<file path="config.mk">
export PLATFORM = sky130hd
export DESIGN_NAME = spi_slave
export DESIGN_NICKNAME = d
export VERILOG_FILES = /design/src/rtl/spi_pkg.sv /design/src/rtl/spi_sync_edge.sv /design/src/rtl/spi_slave.sv
export SDC_FILE = /design/constraint.sdc
export NUM_CORES = 1
export LEC_CHECK = 0
export ABC_AREA = 1
export CORE_ASPECT_RATIO = 0.75
export CORE_MARGIN = 3
export CORE_UTILIZATION = 35
export CTS_CLUSTER_SIZE = 14
export DETAILED_ROUTE_END_ITERATION = 12
export SLEW_MARGIN = 20
export SYNTH_ARGS = -nofsm -noshare
export SYNTH_HDL_FRONTEND = slang
export SYNTH_SLANG_ARGS = --single-unit
</file>
<file path="constraint.sdc">
create_clock -name sclk -period 4.83 [get_ports sclk]
set_clock_uncertainty 0.1 [all_clocks]
set_input_delay 0.483 -clock sclk [delete_from_list [all_inputs] [get_ports sclk]]
set_output_delay 0.483 -clock sclk [all_outputs]
set_load 0.02 [all_outputs]
</file>
<file path="src/rtl/spi_pkg.sv">
`default_nettype none
// +----------------------------------------------------------------------------+
// | Module      : spi_pkg                                                      |
// | Description : Shared types and constants for the SPI mode-0 responder.     |
// | Revision    : 1.0 - initial release                                        |
// +----------------------------------------------------------------------------+
package spi_pkg;

    // Responder FSM states; two bits cover the three states explicitly.
    typedef enum logic [1:0] {
        ST_IDLE  = 2'd0,
        ST_LOAD  = 2'd1,
        ST_SHIFT = 2'd2
    } spi_state_e;

    // SPI mode 0: clock idles low, data sampled on the leading (rising) edge.
    localparam logic SPI_CPOL           = 1'b0;
    localparam logic SPI_CPHA           = 1'b0;

    localparam int   SPI_DEFAULT_DATA_W = 8;

endpackage : spi_pkg
`default_nettype wire

</file>
<file path="src/rtl/spi_sync_edge.sv">
`default_nettype none
// +----------------------------------------------------------------------------+
// | Module      : spi_sync_edge                                                |
// | Description : Multi-stage synchroniser for one asynchronous SPI pin, plus  |
// |               single-cycle rise/fall pulses from one extra history flop.   |
// | Revision    : 1.0 - initial release                                        |
// +----------------------------------------------------------------------------+
module spi_sync_edge
    import spi_pkg::*;
#(
    parameter int   SYNC_STAGES = 2,
    parameter logic RESET_VAL   = SPI_CPOL
) (
    input  logic clk,
    input  logic rst_n,
    input  logic i_async,
    output logic o_level,
    output logic o_rise,
    output logic o_fall
);

    logic [SYNC_STAGES-1:0] sync_q;
    logic [SYNC_STAGES-1:0] sync_d;
    logic                   prev_q;
    logic                   prev_d;

    // Next values: shift the pin into the chain, remember the last synced level.
    always_comb begin
        sync_d = {sync_q[SYNC_STAGES-2:0], i_async};
        prev_d = sync_q[SYNC_STAGES-1];
    end

    // Synchroniser and edge-history registers.
    always_ff @(posedge clk or negedge rst_n) begin
        if (!rst_n) begin
            sync_q <= {SYNC_STAGES{RESET_VAL}};
            prev_q <= RESET_VAL;
        end else begin
            sync_q <= sync_d;
            prev_q <= prev_d;
        end
    end

    assign o_level = sync_q[SYNC_STAGES-1];
    assign o_rise  =  o_level & ~prev_q;
    assign o_fall  = ~o_level &  prev_q;

endmodule : spi_sync_edge
`default_nettype wire

</file>
<file path="src/rtl/spi_slave.sv">
`default_nettype none
// +----------------------------------------------------------------------------+
// | Module      : spi_slave                                                    |
// | Description : SPI mode-0 responder, MSB first, oversampled in the sclk     |
// |               domain. Multi-byte frames while SPI_CSN is low; received     |
// |               words on a one-cycle strobe, transmit words pulled through   |
// |               a valid/ready handshake.                                     |
// |               Build option SPI_SLAVE_MISO_HIZ_EN: tri-state MISO when the  |
// |               responder is deselected.                                     |
// | Revision    : 1.0 - initial release                                        |
// +----------------------------------------------------------------------------+
module spi_slave
    import spi_pkg::*;
#(
    parameter int DATA_W      = SPI_DEFAULT_DATA_W,
    parameter int SYNC_STAGES = 2
) (
    input  logic              sclk,
    input  logic              rst_n,
    input  logic              SPI_SCLK,
    input  logic              SPI_CSN,
    input  logic              SPI_MOSI,
    output logic              SPI_MISO,
    input  logic [DATA_W-1:0] tx_data,
    input  logic              tx_valid,
    output logic              tx_ready,
    output logic [DATA_W-1:0] rx_data,
    output logic              rx_valid,
    output logic              tx_underrun,
    output logic              busy
);

    localparam int CNT_W = (DATA_W > 1) ? $clog2(DATA_W) : 1;
    localparam logic [CNT_W-1:0] LAST_BIT = CNT_W'(DATA_W - 1);

    // Synchronised pins and edge pulses
    logic sclk_level_unused;
    logic sclk_rise;
    logic sclk_fall;
    logic csn_sync;
    logic csn_rise;
    logic csn_fall;
    logic mosi_sync;
    logic mosi_rise_unused;
    logic mosi_fall_unused;

    // Clock and chip-select chains reset to 0 so that a frame already in
    // progress at reset release produces no CSN fall; a rise must be seen first.
    spi_sync_edge #(.SYNC_STAGES(SYNC_STAGES), .RESET_VAL(SPI_CPOL)) u_sync_sclk (
        .clk     (sclk),
        .rst_n   (rst_n),
        .i_async (SPI_SCLK),
        .o_level (sclk_level_unused),
        .o_rise  (sclk_rise),
        .o_fall  (sclk_fall)
    );

    spi_sync_edge #(.SYNC_STAGES(SYNC_STAGES), .RESET_VAL(1'b0)) u_sync_csn (
        .clk     (sclk),
        .rst_n   (rst_n),
        .i_async (SPI_CSN),
        .o_level (csn_sync),
        .o_rise  (csn_rise),
        .o_fall  (csn_fall)
    );

    spi_sync_edge #(.SYNC_STAGES(SYNC_STAGES), .RESET_VAL(1'b0)) u_sync_mosi (
        .clk     (sclk),
        .rst_n   (rst_n),
        .i_async (SPI_MOSI),
        .o_level (mosi_sync),
        .o_rise  (mosi_rise_unused),
        .o_fall  (mosi_fall_unused)
    );

    // Mode 0 samples on the leading edge and shifts on the trailing edge.
    logic sample_edge;
    logic shift_edge;
    assign sample_edge = (SPI_CPOL ^ SPI_CPHA) ? sclk_fall : sclk_rise;
    assign shift_edge  = (SPI_CPOL ^ SPI_CPHA) ? sclk_rise : sclk_fall;

    // State
    spi_state_e        state_q,          state_d;
    logic [DATA_W-1:0] tx_sh_q,          tx_sh_d;
    logic [DATA_W-1:0] rx_sh_q,          rx_sh_d;
    logic [DATA_W-1:0] rx_data_q,        rx_data_d;
    logic              rx_valid_q,       rx_valid_d;
    logic [CNT_W-1:0]  bit_cnt_q,        bit_cnt_d;
    logic              reload_pending_q, reload_pending_d;
    logic              tx_underrun_q,    tx_underrun_d;
    logic              load_word;
    logic              end_frame;
    logic [DATA_W-1:0] rx_word;

    assign rx_word = {rx_sh_q[DATA_W-2:0], mosi_sync};

    // Next-state, shift/count and handshake logic; CSN rise outranks SCLK edges.
    always_comb begin
        state_d          = state_q;
        tx_sh_d          = tx_sh_q;
        rx_sh_d          = rx_sh_q;
        rx_data_d        = rx_data_q;
        rx_valid_d       = 1'b0;
        bit_cnt_d        = bit_cnt_q;
        reload_pending_d = reload_pending_q;
        tx_underrun_d    = tx_underrun_q;
        tx_ready         = 1'b0;
        load_word        = 1'b0;
        end_frame        = 1'b0;

        unique case (state_q)
            ST_IDLE: begin
                bit_cnt_d = '0;
                if (csn_fall) begin
                    state_d = ST_LOAD;
                end
            end
            ST_LOAD: begin
                if (csn_rise) begin
                    end_frame = 1'b1;
                end else begin
                    load_word = 1'b1;
                    bit_cnt_d = '0;
                    state_d   = ST_SHIFT;
                end
            end
            ST_SHIFT: begin
                if (csn_rise) begin
                    end_frame = 1'b1;
                end else if (sample_edge) begin
                    rx_sh_d = rx_word;
                    if (bit_cnt_q == LAST_BIT) begin
                        rx_data_d        = rx_word;
                        rx_valid_d       = 1'b1;
                        bit_cnt_d        = '0;
                        reload_pending_d = 1'b1;
                    end else begin
                        bit_cnt_d = bit_cnt_q + CNT_W'(1);
                    end
                end else if (shift_edge) begin
                    if (reload_pending_q) begin
                        load_word        = 1'b1;
                        reload_pending_d = 1'b0;
                    end else begin
                        tx_sh_d = tx_sh_q << 1;
                    end
                end
            end
            default: begin
                state_d = ST_IDLE;
            end
        endcase

        // Leaving the frame discards any partial word and clears sticky flags.
        if (end_frame) begin
            state_d          = ST_IDLE;
            tx_sh_d          = '0;
            bit_cnt_d        = '0;
            reload_pending_d = 1'b0;
            tx_underrun_d    = 1'b0;
        end

        // Word load: take tx_data when offered, otherwise send zeros and flag it.
        if (load_word) begin
            tx_sh_d  = tx_valid ? tx_data : '0;
            tx_ready = tx_valid;
            if (!tx_valid) begin
                tx_underrun_d = 1'b1;
            end
        end
    end

    // State and datapath registers.
    always_ff @(posedge sclk or negedge rst_n) begin
        if (!rst_n) begin
            state_q          <= ST_IDLE;
            tx_sh_q          <= '0;
            rx_sh_q          <= '0;
            rx_data_q        <= '0;
            rx_valid_q       <= 1'b0;
            bit_cnt_q        <= '0;
            reload_pending_q <= 1'b0;
            tx_underrun_q    <= 1'b0;
        end else begin
            state_q          <= state_d;
            tx_sh_q          <= tx_sh_d;
            rx_sh_q          <= rx_sh_d;
            rx_data_q        <= rx_data_d;
            rx_valid_q       <= rx_valid_d;
            bit_cnt_q        <= bit_cnt_d;
            reload_pending_q <= reload_pending_d;
            tx_underrun_q    <= tx_underrun_d;
        end
    end

    assign rx_data     = rx_data_q;
    assign rx_valid    = rx_valid_q;
    assign tx_underrun = tx_underrun_q;
    assign busy        = (state_q != ST_IDLE);

`ifdef SPI_SLAVE_MISO_HIZ_EN
    // Shared MISO bus: release the line while deselected.
    assign SPI_MISO = csn_sync ? 1'bz : tx_sh_q[DATA_W-1];
`else
    // Point-to-point MISO: park low while deselected.
    assign SPI_MISO = csn_sync ? 1'b0 : tx_sh_q[DATA_W-1];
`endif

endmodule : spi_slave
`default_nettype wire

</file>
======== Yosys cells after proc, flatten, opt, wreduce, memory -nomap -nowiden ========
Index checks and enable logic that the tools add are counted.
storage, ports and cells
  register bits ........................... 39
  input port bits ......................... 14
  output and inout bits ................... 13
  word-level logic and storage cells ...... 91
operators by class
  $add $sub $neg .......................... 1
  equality and inequality tests ........... 13
  multiplexer cells ....................... 41
  bitwise operators ....................... 9
  reduce and logical (&&, ||, !) cells .... 14
operators by type and width
  operator             count
  $mux 8               8
  $mux 1               22
  $mux 3               5
  $ne 3x1->1 const B   4
  $ne 3x3->1 const B   4
  $reduce_and 4->1     3
  $pmux 3 s3           1
  $reduce_bool 3->1    3
  $mux 2               3
  $pmux 2 s3           1
  $reduce_and 3->1     2
  $not 1->1            5
  $reduce_and 5->1     1
  $and 1x1->1          4
  $reduce_bool 2->1    2
  $reduce_bool 4->1    1
  $add 3x1->3 const B  1
  $eq 3x3->1 const B   1
  $eq 2x1->1 const B   1
  $eq 2x2->1 const B   1
  $logic_not 2->1      1
  $ne 2x1->1 const B   1
  $ne 2x2->1 const B   1
  $pmux 1 s2           1
  $reduce_or 2->1      1

======== Longest topological paths before layout ========
Gate-level depths: netlist of the first run.
  depth in word-level cells ............... 8
  gate-level depth with buffers ........... 11
  mapped depth without buffers ............ 11

======== Hierarchy ========
Synthesis of the first run repeated with hierarchy kept, for this count alone.
second synthesis, totals
  cell total of the unflattened synthesis .. 234
  area, all modules ....................... 1918.1 µm²
modules (own cells, without submodules)
  module         times used  cells each  area each (µm²)  sequential area each (µm²)
  spi_slave      1           213         1647.8           775.7
  spi_sync_edge  3           7           90.1             75.1

======== Worst setup path after synthesis of the first run ========
Ideal clock, no wire load.
  path kind ............................... register -> output
  from .................................... register state_q[0]
  to ...................................... output tx_ready
  data arrival time ....................... 1414 ps
  required time ........................... 4247 ps
  slack ................................... 2833 ps
  cell stages (with the launch flop) ...... 8
  buffers on the path ..................... 1
  cells stage by stage .................... dfrtp_1 inv_1 ha_1 inv_2 nor2_8 nand2_4 buf_6 nor2_8
on the way
  cells in the longest elaborated chain, start to end .. 3
  elaborated cells on any way between the ends .. 4
  classes of those cells .................. 2 x eq/ne; 2 x mux
RTL lines
  what                                      line              text
  start, declared                           spi_slave.sv:83   spi_state_e state_q, state_d;
  start signal, assigned                    spi_slave.sv:185  state_q <= state_d;
  $eq 2x2->1 or $eq 2x1->1 (tied branches)  spi_slave.sv:111  unique case (state_q)
  $pmux 1 s2 (*)                            spi_slave.sv:111
  $mux 1 (*)                                spi_slave.sv:164  if (load_word) begin
  end, declared                             spi_slave.sv:26   output logic tx_ready,
Every way passes the cells marked *; elsewhere a longest branch is shown, timed or not.

======== Worst setup path in the final report of the first run ========
Ends and elaborated chain as after synthesis.

==> results.cfg, run 1 <==
[setup_path]
worst_ep_arrival_time_ps = 2340
setup.worst_path.end_class = primary output
r2r.worst_path.cells = 8
rr_endpoint = tx_sh_q[6]$_DFFE_PN0P_
critical-path-slowest-cell = clkdlybuf4s50_1
worstPathBufferInverterCount = 3
cpLargestDelayFamily = buffers and inverters
worst_path_most_repeated_cell = nor2_8
cp_cell_sequence = inv_1 -> ha_1 -> inv_2 -> nor2_8 -> nand2_4 -> nor2_8 -> clkdlybuf4s50_1
cp_max_fo = 18
crit_type = reg2out
ff2ff_setup_slack_ps = 2990
critical_path.reg2reg.startpoint = state_q[0]$_DFFE_PN0P_
startpoint_type = flip-flop
timing.critical_path.required_ps = 4250
crit_path_max_incr_delay_ps = 610

[timing]
setup-violations-final = 0
max_freq_mhz = 342
grt_setup_unrepaired = false
final-max-slew-violation-count = 0
hold_violations = 0
slew_headroom_pct = 44.3
worst_pin_slew_ps = 836
post-route-period-util_pct = 60.5
fin_setup_tns_ps = 0
post-route-min-period_ps = 2920

[place]
post-dp-hpwl_um = 2530
placement.io_buffers = 26
dpl.cell_count = 320
gp_congestion = 0.785

[logic_synthesis]
synth-compound-area-share_pct = 6.32
dominant_combinational_cell_family_by_area_after_synthesis = simple AND/OR/NAND/NOR gates
muxShareOfSynthArea_pct = 0
synthAdderAreaFrac_pct = 5.16
ys_types = 23
synth_simple_gate_area_share_pct = 28.9
ys_top_cells_by_area = dfrtp_1 (50%), nand2_1 (15%), inv_1 (6.6%)
yosys.area_share.xor_xnor_pct = 0
synth_top_cell_area_share_pct = 50.3
synthesis_warning_total = 0
synthDominantAreaCellType = dfrtp_1
synthesis.area_per_instance_sq_um = 8.55
mappedNetlistArea_sq_mm = 0.00194
synth_flop_cell = dfrtp_1
library_cell_with_the_highest_instance_count_after_synthesis = nand2_1
synth_top_cells_by_count = nand2_1 (79), dfrtp_1 (39), inv_1 (34), nand3_1 (17), o21ai_0 (16)
ys_ff_latch = 39
ys_seq_area_share_pct = 50.3
synth-edff-count = 0
nets_in_the_synthesized_netlist = 249
asyncSetResetFlopFracSynth_pct = 100
syn_inst = 227

[global_route]
global_route.usage.met3_pct = 3.77
antenna_found_initial = 0
grt_first_pass_wirelength_um = 6260
first_global_vias = 1355
gr-usage-met2_pct = 17.0
grt_most_used_layer = met1
globalRoute.totalOverflow = 0
largest_net_degree_at_the_start_of_global_routing = 40
groute.usage.overall_pct = 12.2
grt_util_met1_pct = 17.3

[pwr]
power.leakage_uw = 0.00126
power.density_cell_area_mw_per_mm2 = 445
clock_power_share_pct = 20.1
power.combinational.fraction_pct = 38.8
worst_ir_drop_vdd_mv = 0.281
power_report.internal_total_uw = 635
switching_share_pct = 38.6
p_switching_uw = 399
seq_power_share_pct = 41.0
p_total_uw = 1030

[route]
drt-pass1-iter-count = 4
detail_route.wirelength_um = 3420
routed-via-count = 1436
avgViaCountPerCell = 4.38
route.antenna.remaining_nets = 0
drcViolationCount = 0
drt_iter0_markers = 74
avgRoutedWirePerCell_um = 10.4

[clock_network]
clk_path_buf_depth = 2
cts.hold.buffers_added = 0
clock-sinks = 39
root_driver = clkbuf_8
postCtsSetupBuffers = 0
cts_max_level = 2
tritoncts = built
clock_transition_time_at_the_flip_flop_clock_pins_of_the_worst_setup_and_hold_paths_ps = 70
clk_latency_ps = 280
cts_resized = 0
cts-buffers-inserted = 5

[floorplan]
die-width_um = 92.0
die_area_sq_mm = 0.00648
chipHeight_um = 70.5
io_pins = 27
total_number_of_placement_rows = 22
starting_density_of_the_core_pct = 37.9
fp.coreArea_sq_mm = 0.00512

[run]
max_cap_viol_count = 0

[run_status]
status = complete, no violations

[worst_hold_path]
hold_path_class = in2async

[finish]
design.final.nets = 277
synthToLayoutAreaGrowth_pct = 19.8
layout.cells.non_filler = 328
layout-drive-gt1-share_pct = 9.77
insertedDiodeCount = 0
finalCoreUtilization_pct = 45.4
per-layer routing:
layer	wire length (um)	share of wire, %
met1	1850	54
met3	143	4.2
met2	1370	40
met5	0	0
met4	61	1.8
worst max path at each step:
| stage | startpoint | slack, ps | cells after the start | end |
|---|---|---|---|---|
| 5_1_grt | state_q[0]$_DFFE_PN0P_ | 1720 | 7 | tx_ready |
| 2_1_floorplan | state_q[0]$_DFFE_PN0P_ | 2830 | 7 | tx_ready |
| 3_3_place_gp | state_q[0]$_DFFE_PN0P_ | 2240 | 7 | tx_ready |
| 3_5_place_dp | state_q[0]$_DFFE_PN0P_ | 2210 | 7 | tx_ready |
| 6_report | state_q[0]$_DFFE_PN0P_ | 1910 | 7 | tx_ready |
| 4_1_cts | state_q[0]$_DFFE_PN0P_ | 1870 | 7 | tx_ready |
cell usage in the layout, fill, tap and decap left out, drive strengths merged:
| cell type | Yosys | routed |
|---|---|---|
| ha | 8 | 8 |
| nand4 | 3 | 3 |
| o21ai | 20 | 20 |
| nor3 | 1 | 1 |
| nand2 | 86 | 86 |
| inv | 37 | 37 |
| nand3 | 18 | 18 |
| a21oi | 3 | 3 |
| clkbuf | 1 | 7 |
| dfrtp | 39 | 39 |
| nor2 | 7 | 7 |
| clkdlybuf4s50 | 0 | 25 |
| clkinv | 0 | 1 |
| buf | 4 | 1 |
layout make-up:
class,instances,area [sq um]
clock inverter,1,5.00
fill,527,2800
sequential,39,976
clock buffer,7,76.3
inverter,37,139
tap,72,90.1
multi-input combinational,146,783
timing repair buffer,26,255
cells by family after synthesis:
group | after synthesis
DFF | 39
AOI/OAI and AO/OA | 23
and+or+nand+nor | 115
buffers and inverters | 42
adders and majority gates | 8
registers in the layout, summed over array words and instances (netlist names), 2 cells and up:
signal              cells
rx_data                 8
bit_cnt_q               3
u_sync_sclk.sync_q      2
u_sync_mosi.sync_q      2
tx_sh_q                 8
state_q                 2
rx_sh_q                 7
u_sync_csn.sync_q       2
worst register-to-register path, cell delays in order (launching register included):
cell and delay [ps]:
dfrtp_1 410, inv_1 80, ha_1 390, nand2_4 220, o21ai_2 90, nand2_2 180
nand2_4 110, nand2_1 100, nand2_1 50
power groups by stage:
stage | registers (uW) | clock network [uW] | logic (uW)
after floorplan | 426 | 0 | 317
after global placement | 429 | 0 | 404
after detailed placement | 430 | 0 | 408
after CTS | 424 | 217 | 408
after global routing | 433 | 229 | 465
final | 424 | 208 | 402
metrics by stage:
stage | hold WS (ps) | instance area (sq um) | setup slack [ps]
4_1_cts | 238 | 2320 | 1870
6_report | 197 | 2320 | 1910
5_1_grt | 268 | 2320 | 1720
2_1_floorplan | 87.4 | 1940 | 2830
3_3_place_gp | 233 | 2240 | 2240
3_5_place_dp | 236 | 2240 | 2210
Note: power is estimated with default switching activity, not from simulation.
==> inputs of run 2 (changes only) <==
Clock period 4.83 ns to 2.7 ns, I/O delays scaled along.
==> run 2 against run 1 <==
- the flow now finishes with violations (negative hold slack)
- register-to-register slack got worse by 2200 ps
- combinational power rose by 84%
- final cell count rose by 0.30%
- worst setup slack got worse by 1800 ps
- final area rose by 0.91%
- critical path depth rose by 2
- worst hold slack got worse by 210 ps
- global-route usage fell by 0.62 points
- via count rose by 0.77%
- non-clock buffer count rose by 1
- routed wire length rose by 0.67%
- critical endpoint unchanged
- highest routed layer unchanged
==> results.cfg, run 2 (synthesis results as in run 1) <==
[timing]
max_freq_mhz = 390
worst_pin_slew_ps = 852
slew_headroom_pct = 43.2
hold_violations = 39
timing.hold.ws_ps = -15.1
setup-violations-final = 0
grt_setup_unrepaired = false
fin_setup_tns_ps = 0
post-route-period-util_pct = 95.0
setup_slack_ps = 136
post-route-min-period_ps = 2560
final-max-slew-violation-count = 0

[floorplan]
die-width_um = 92.0
total_number_of_placement_rows = 22
fp.coreArea_sq_mm = 0.00512
die_area_sq_mm = 0.00648
starting_density_of_the_core_pct = 37.9
io_pins = 27
chipHeight_um = 70.5

[setup_path]
ff2ff_setup_slack_ps = 840
timing.critical_path.required_ps = 2330
worst_ep_arrival_time_ps = 2190
cp_max_fo = 8
critical_path.reg2reg.startpoint = state_q[0]$_DFFE_PN0P_
crit_type = reg2out
startpoint_type = flip-flop
r2r.worst_path.cells = 12
setup.worst_path.end_class = primary output
rr_endpoint = tx_sh_q[5]$_DFFE_PN0P_
startpoint = state_q[0]$_DFFE_PN0P_
critPathCapture = tx_ready

[pwr]
power.density_cell_area_mw_per_mm2 = 810
power.leakage_uw = 0.00126
worst_ir_drop_vdd_mv = 0.372
p_switching_uw = 749
switching_share_pct = 39.4
seq_power_share_pct = 39.9
clock_power_share_pct = 21.1
power_report.internal_total_uw = 1150
power.combinational.fraction_pct = 39.0

[finish]
layout-drive-gt1-share_pct = 11.3
synthToLayoutAreaGrowth_pct = 20.9
design.final.nets = 278
layout_commonest_cell = nand2_1
insertedDiodeCount = 0
most_frequent_cells_in_the_layout = nand2_1 (79), dfrtp_1 (39), inv_1 (34), clkdlybuf4s50_1 (25), nand3_1 (17)

[place]
gp_congestion = 0.865
placement.io_buffers = 26
dp_slack_ps = 429
post-dp-hpwl_um = 2510

[route]
routed-via-count = 1447
detailroute.wirelength.met3_um = 158
drcViolationCount = 0
drt_iter0_markers = 69
detail_route.wirelength_um = 3440
drt-pass1-iter-count = 4
wl_met2_um = 1470
route.antenna.remaining_nets = 0
maxUsedRoutingLayer = met4
met1_wl_um = 1770
avgViaCountPerCell = 4.40
avgRoutedWirePerCell_um = 10.5

[global_route]
grt_first_pass_wirelength_um = 6000
groute.usage.overall_pct = 11.5
antenna_found_initial = 0
largest_net_degree_at_the_start_of_global_routing = 40
first_global_vias = 1330
globalRoute.totalOverflow = 0

[clock_network]
clock-sinks = 39
clk_latency_ps = 290
cts-buffers-inserted = 5
clk_path_buf_depth = 2
root_driver = clkbuf_8
tritoncts = built
clock_transition_time_at_the_flip_flop_clock_pins_of_the_worst_setup_and_hold_paths_ps = 80
cts_max_level = 2

[run_status]
failing_checks = negative hold slack
status = complete, but fails checks

[run]
max_cap_viol_count = 0

[worst_hold_path]
hold_path_class = in2async
## run 2: cell types whose count changed in the layout (fill, tap and decap cells not counted)
| cell | before | now |
|---|---|---|
| buf_4 | 0 | 1 |
| clkbuf_1 | 2 | 0 |
| clkinv_2 | 1 | 0 |
| clkinvlp_4 | 0 | 2 |
| ha_1 | 8 | 7 |
| ha_2 | 0 | 1 |
| inv_6 | 0 | 1 |
## run 2: metrics by stage
step | util, % | cell area, sq um | cells | power, uW
5_1_grt | 45.8 | 2350 | 329 | 2050
4_1_cts | 45.8 | 2340 | 329 | 1920
2_1_floorplan | - | 1940 | 227 | 1330
3_5_place_dp | 44.0 | 2250 | 321 | 1510
3_3_place_gp | 44.0 | 2250 | 321 | 1490
6_report | 45.8 | 2350 | 329 | 1900
## run 2: routing by layer
metal  vias to the layer above  track usage [%]
li1                        754                -
met1                       662             16.6
met2                        29             16.3
met3                         2             3.66
met4                         0             3.95
met5                         -                0
## run 2: final cells by class
class / count / area [sq um]
inverter: 37 / 139
clock buffer: 5 / 68.8
clock inverter: 3 / 23.8
timing repair buffer: 27 / 263
fill: 546 / 2770
multi-input combinational: 146 / 786
sequential: 39 / 976
tap: 72 / 90.1
## run 2: critical path, cell delays in order, from the launching register on
cell,delay (ps)
dfrtp_1,420
inv_1,100
ha_1,210
inv_2,70
nor2_2,150
nand2_2,80
nand2_4,110
nand2_4,80
nor2_8,80
clkdlybuf4s50_1,600
## run 2: how the worst min path moves through the flow
stage	from	end	slack [ps]	cells past startpoint
2_1_floorplan	rst_n	bit_cnt_q[0]$_DFFE_PN0P_	-130	0
3_3_place_gp	u_sync_csn.sync_q[0]$_DFF_PN0_	u_sync_csn.sync_q[1]$_DFF_PN0_	230	0
3_5_place_dp	u_sync_sclk.sync_q[0]$_DFF_PN0_	u_sync_sclk.sync_q[1]$_DFF_PN0_	230	0
4_1_cts	rst_n	rx_data[1]$_DFFE_PN0P_	20	1
5_1_grt	rst_n	rx_data[1]$_DFFE_PN0P_	50	1
6_report	rst_n	rx_data[1]$_DFFE_PN0P_	-20	1
## run 2: repair_timing
item,CTS,global route
hold buffers,0,0
endpoints found under the setup margin,0,1
setup buffers,0,0
resized for setup,0,1
## run 2: power groups by stage
| stage | combinational, uW | sequential [uW] | clock [uW] |
|---|---|---|---|
| detailed placement | 739 | 768 | 0 |
| global placement | 729 | 763 | 0 |
| floorplan | 567 | 763 | 0 |
| global route | 846 | 771 | 431 |
| finish | 741 | 757 | 401 |
| CTS | 743 | 757 | 417 |
==> inputs of run 3 (changes only) <==
Settings changed: SLEW_MARGIN 20 to unset.
==> results of run 3 <==
No change in the layout: final DEF, timing and power equal those of run 2.
